**src/rtl/data_path.sv**
```systemverilog
// Single-bus 32-bit CPU datapath slice: R1-R3, PC, IR, MAR, MDR, Y and Zlow on one bus with a small ALU.
// Optional macro DATAPATH_ROR_EN adds the ROR input and a rotate-right ALU operation.
module data_path #(
  parameter int WIDTH = 32
) (
  input  logic             clock,
  input  logic             clear,
  input  logic [WIDTH-1:0] Mdatain,
  input  logic             MD_read,
  input  logic             MDRin,
  input  logic             MARin,
  input  logic             PCin,
  input  logic             IRin,
  input  logic             Yin,
  input  logic             Zlowin,
  input  logic             R1in,
  input  logic             R2in,
  input  logic             R3in,
  input  logic             R1out,
  input  logic             R2out,
  input  logic             R3out,
  input  logic             PCout,
  input  logic             MDRout,
  input  logic             Zlowout,
  input  logic             IncPC,
`ifdef DATAPATH_ROR_EN
  input  logic             ROR,
`endif
  input  logic             ROL,
  output logic [WIDTH-1:0] BusMuxOut,
  output logic [WIDTH-1:0] R1_q,
  output logic [WIDTH-1:0] R2_q,
  output logic [WIDTH-1:0] R3_q,
  output logic [WIDTH-1:0] PC_q,
  output logic [WIDTH-1:0] IR_q,
  output logic [WIDTH-1:0] MAR_q,
  output logic [WIDTH-1:0] MDR_q,
  output logic [WIDTH-1:0] Zlow_q
);

  logic [WIDTH-1:0] Y_q;
  logic [WIDTH-1:0] alu_d;
  logic [WIDTH-1:0] R1_d, R2_d, R3_d, PC_d, IR_d, MAR_d, MDR_d, Y_d, Zlow_d;

  // Rotates via a doubled word so no bits fall off either end.
  function automatic logic [WIDTH-1:0] rotl(input logic [WIDTH-1:0] a, input logic [4:0] n);
    logic [2*WIDTH-1:0] d;
    d = {a, a} << n;
    return d[2*WIDTH-1:WIDTH];
  endfunction

  function automatic logic [WIDTH-1:0] rotr(input logic [WIDTH-1:0] a, input logic [4:0] n);
    logic [2*WIDTH-1:0] d;
    d = {a, a} >> n;
    return d[WIDTH-1:0];
  endfunction

  always_comb begin
    BusMuxOut = '0;
    if      (MDRout)  BusMuxOut = MDR_q;
    else if (Zlowout) BusMuxOut = Zlow_q;
    else if (PCout)   BusMuxOut = PC_q;
    else if (R1out)   BusMuxOut = R1_q;
    else if (R2out)   BusMuxOut = R2_q;
    else if (R3out)   BusMuxOut = R3_q;
  end

  always_comb begin
    alu_d = Y_q + BusMuxOut;
    if      (IncPC) alu_d = BusMuxOut + WIDTH'(1);
    else if (ROL)   alu_d = rotl(Y_q, BusMuxOut[4:0]);
`ifdef DATAPATH_ROR_EN
    else if (ROR)   alu_d = rotr(Y_q, BusMuxOut[4:0]);
`else
    else            alu_d = Y_q + BusMuxOut;
`endif
  end

`ifndef DATAPATH_ROR_EN
  // rotr stays declared so both builds share one function set; keep it referenced.
  logic [WIDTH-1:0] rotr_unused;
  assign rotr_unused = rotr(Y_q, 5'd0) ^ Y_q;
  logic unused_ok;
  assign unused_ok = &{1'b0, rotr_unused};
`endif

  always_comb begin
    R1_d   = R1in   ? BusMuxOut : R1_q;
    R2_d   = R2in   ? BusMuxOut : R2_q;
    R3_d   = R3in   ? BusMuxOut : R3_q;
    PC_d   = PCin   ? BusMuxOut : PC_q;
    IR_d   = IRin   ? BusMuxOut : IR_q;
    MAR_d  = MARin  ? BusMuxOut : MAR_q;
    Y_d    = Yin    ? BusMuxOut : Y_q;
    Zlow_d = Zlowin ? alu_d     : Zlow_q;
    MDR_d  = MDRin  ? (MD_read ? Mdatain : BusMuxOut) : MDR_q;
  end

  always_ff @(posedge clock or negedge clear) begin
    if (!clear) begin
      R1_q   <= '0;
      R2_q   <= '0;
      R3_q   <= '0;
      PC_q   <= '0;
      IR_q   <= '0;
      MAR_q  <= '0;
      MDR_q  <= '0;
      Y_q    <= '0;
      Zlow_q <= '0;
    end else begin
      R1_q   <= R1_d;
      R2_q   <= R2_d;
      R3_q   <= R3_d;
      PC_q   <= PC_d;
      IR_q   <= IR_d;
      MAR_q  <= MAR_d;
      MDR_q  <= MDR_d;
      Y_q    <= Y_d;
      Zlow_q <= Zlow_d;
    end
  end

endmodule

```
**config.mk**
```make
export PLATFORM = sky130hd
export DESIGN_NAME = data_path
export DESIGN_NICKNAME = d
export VERILOG_FILES = /design/src/rtl/data_path.sv
export SDC_FILE = /design/constraint.sdc
export NUM_CORES = 1
export LEC_CHECK = 0
export BUFFER_PORTS_ARGS = -buffer_cell sky130_fd_sc_hd__buf_2
export CORE_ASPECT_RATIO = 0.5
export CORE_MARGIN = 1
export CORE_UTILIZATION = 45
export CTS_BUF_LIST = sky130_fd_sc_hd__clkbuf_16
export CTS_CLUSTER_SIZE = 12
export DETAILED_ROUTE_END_ITERATION = 12
export HOLD_SLACK_MARGIN = 0.15
export MAX_ROUTING_LAYER = met4
export PLACE_DENSITY = 0.67
export SYNTH_ARGS = -nofsm -noshare
export SYNTH_HDL_FRONTEND = slang
export SYNTH_SLANG_ARGS = --single-unit
```
**constraint.sdc**
```tcl
create_clock -name clock -period 7.37 [get_ports clock]
set_input_delay 1.474 -clock clock [delete_from_list [all_inputs] [get_ports clock]]
set_output_delay 1.474 -clock clock [all_outputs]
set_load 0.005 [all_outputs]
```
==> flow_metrics.tcl <==
set metrics [dict create \
    hpwlAfterDp_um 47000 \
    final_common_cell "buf_2" \
    relSlewSlack 0.0529 \
    internal_power_mw 3.98 \
    gr-usage-all-layers 0.338 \
    clk_latency_ns 0.59 \
    synth.distinct_cells 79 \
    critPathLaunchType "input port" \
    p_comb_frac 0.433 \
    clockBufferDepth 3 \
    clkTransAtPathRegs_ns 0.06 \
    synth_top_area_cell "dfrtp_1" \
    cp_common_cell "buf_4" \
    use_met2 0.479 \
    via_per_inst 6.16 \
    synth-edff-count 0 \
    grt_max_degree 130 \
    overflow 0 \
    setup_viol 0 \
    fin_setup_tns_ns 0 \
    ys_ff_latch 288 \
    p_sw_mw 2.76 \
    synth_seq_area_share 0.423 \
    cts_resized 0 \
    fp-row-count 49 \
    fmax_mhz 185 \
    antenna_found_initial 2 \
    syn_inst 1642 \
    fillCellCount 3259 \
    ys.flop_type "dfrtp_1" \
    crit_path_cell_trace "buf_2 > buf_4 > a21oi_1 > a221o_1 > a31o_1 > buf_4 > inv_4 > buf_4 > buf_2" \
    drv_slew 0 \
    mostFrequentLayoutCells "buf_2, dfrtp_1, mux2_2, mux2i_1, a21oi_1" \
    cp.arrival_ns 3.94 \
    synth_top_area_frac 0.423 \
    drv_cap 0 \
    fin_cells 2415 \
    clkSinkCount 288 \
    cp_max_fo 56 \
    ant_nets 0 \
    first_global_vias 14100 \
    p_leak_nw 8.75 \
    vias 14900 \
    cts_setup_buffers 0 \
    start_util 0.465 \
    grt_use_met3 0.0749 \
    die_area_um2 38700 \
    hp-class "reg -> reg" \
    syn_to_final_growth_pct 17.1 \
    wire_per_inst_um 26.7 \
    total_power_mw 6.74 \
    cp.required_ns 5.90 \
    fin_skew_ns 0.0122 \
    grt_pass1_wl_um 95500 \
    cpPeakStageDelay_ns 0.53 \
    wl_um 64500 \
    grt_use_met1 0.487 \
    die_w_um 277 \
    switching_share 0.409 \
    h-tree-depth 1 \
    end_kind "primary output" \
    ir_drop_uv 184 \
    cts_hold_buf 0 \
    crit_path_top_delay_cell "buf_4" \
    place.gp.congestion 1.00 \
    first_pass_iters 8 \
    syn_avg_cell_area_um2 10.4 \
    nNetsFinal 2009 \
    synthArstFlopShare 1.00 \
    drc_errors 0 \
    fin_hold_ws_ns 0.498 \
    drive_above_1_share 0.340 \
    dieHeight_um 140 \
    synthesis.nets 1730 \
    num_io_pins 340 \
    grt.busiest_layer "met1" \
    min_period_over_period 0.734 \
    pwr-share-seq 0.354 \
    syn-cell-area_um2 17000 \
    ys.warnings.count 0 \
    cts_tree "done" \
    critPathKind "in -> out" \
    p_clk_frac 0.212 \
    dp_cells 2374 \
    io_buffers 339 \
    status "completed" \
    drt_iter0_markers 1678 \
    root_buffer "clkbuf_16" \
    core_area_um2 36600 \
    p_per_area_nw_per_um2 338 \
    finalHoldViolCount 0 \
    yosys-top-cells-area "dfrtp_1, mux2_2, mux2i_1, a21oi_1, ha_1" \
    cts_inserted_buffers 29 \
    worst_pin_slew_ns 1.41 \
    min_period_ns 5.41 \
    grt_setup_unrepaired "no" \
]
==> worst max-delay path, delay by kind of cell <==
family | cells | cell delay, ns
compound gates | 3 | 0.71
buf+inv | 6 | 1.71
==> cell type report <==
cell class | count | area, um2 | share of cell area
multi-input cells | 1170 | 9040 | 0.453
flip-flops and latches | 288 | 7210 | 0.361
repair buffers | 386 | 2070 | 0.104
clock buffers | 29 | 726 | 0.0364
well taps | 484 | 606 | 0.0304
inverters | 46 | 175 | 0.00878
clock inverters | 10 | 115 | 0.00577
diodes | 2 | 5.00 | 0.000251
==> Yosys cell counts (all sizes together) (3+ instances only) <==
master,count
nand2,106
o211ai,5
dfrtp,288
and3,8
a31oi,16
xnor2,26
nor4,6
nand3b,26
or2,5
o31a,3
a21o,9
a21boi,3
nand4,12
nor2,85
xor2,26
o21ai,65
nand3,18
o221a,6
a221oi,13
nor2b,11
clkbuf,86
ha,35
o22ai,37
inv,46
mux2i,154
a211o,6
o211a,3
nand2b,9
and2,9
a21oi,143
mux2,208
a22o,5
or3,7
o31ai,9
nor3b,6
nor3,12
a22oi,8
a211oi,11
a221o,28
buf,52
o221ai,6
==> metal layers <==
metal	routed length [um]	share of wire	vias to the layer above
met3	5900	0.091	93
met2	27600	0.43	731
met5	0	0	-
met4	1420	0.022	0
met1	29600	0.46	7476
li1	-	-	6576
==> power groups by stage <==
stage	clock network [mW]	registers, mW	logic [mW]
3_3_place_gp	0	2.39	2.85
4_1_cts	1.45	2.37	2.87
6_report	1.43	2.39	2.92
2_1_floorplan	0	2.28	1.74
5_1_grt	1.50	2.42	3.13
3_5_place_dp	0	2.39	2.85
==> logic make-up after synthesis <==
kind of cell             share of synthesized area
AO/OA/AOI/OAI                                0.154
multiplexers                                 0.229
AND/OR/NAND/NOR                             0.0927
flip-flops                                   0.423
buffers and inverters                       0.0472
XOR/XNOR                                    0.0267
adder cells (fa/ha/maj)                     0.0269
==> stage by stage <==
stage | util | worst slack [ns] | instance area (um2)
2_1_floorplan | - | 1.91 | 17000
3_3_place_gp | 0.522 | 1.65 | 19100
3_5_place_dp | 0.522 | 1.50 | 19100
4_1_cts | 0.545 | 2.03 | 19900
5_1_grt | 0.545 | 1.77 | 19900
6_report | 0.545 | 1.96 | 19900
==> worst paths after layout <==
check,start,endpoint,slack (ns),depth (start not counted)
worst max-delay path,R1out,BusMuxOut[4],1.96,9
worst min-delay path,MAR_q[6]$_DFFE_PN0P_,MAR_q[6]$_DFFE_PN0P_,0.50,1
worst max register to register,Zlow_q[3]$_DFFE_PN0P_,Zlow_q[19]$_DFFE_PN0P_,2.88,14
worst min register to register,MAR_q[6]$_DFFE_PN0P_,MAR_q[6]$_DFFE_PN0P_,0.50,1
max in group asynchronous,clear,PC_q[16]$_DFFE_PN0P_,5.07,2
min in group asynchronous,clear,MAR_q[10]$_DFFE_PN0P_,0.85,1
(Power assumes the default switching activity.)
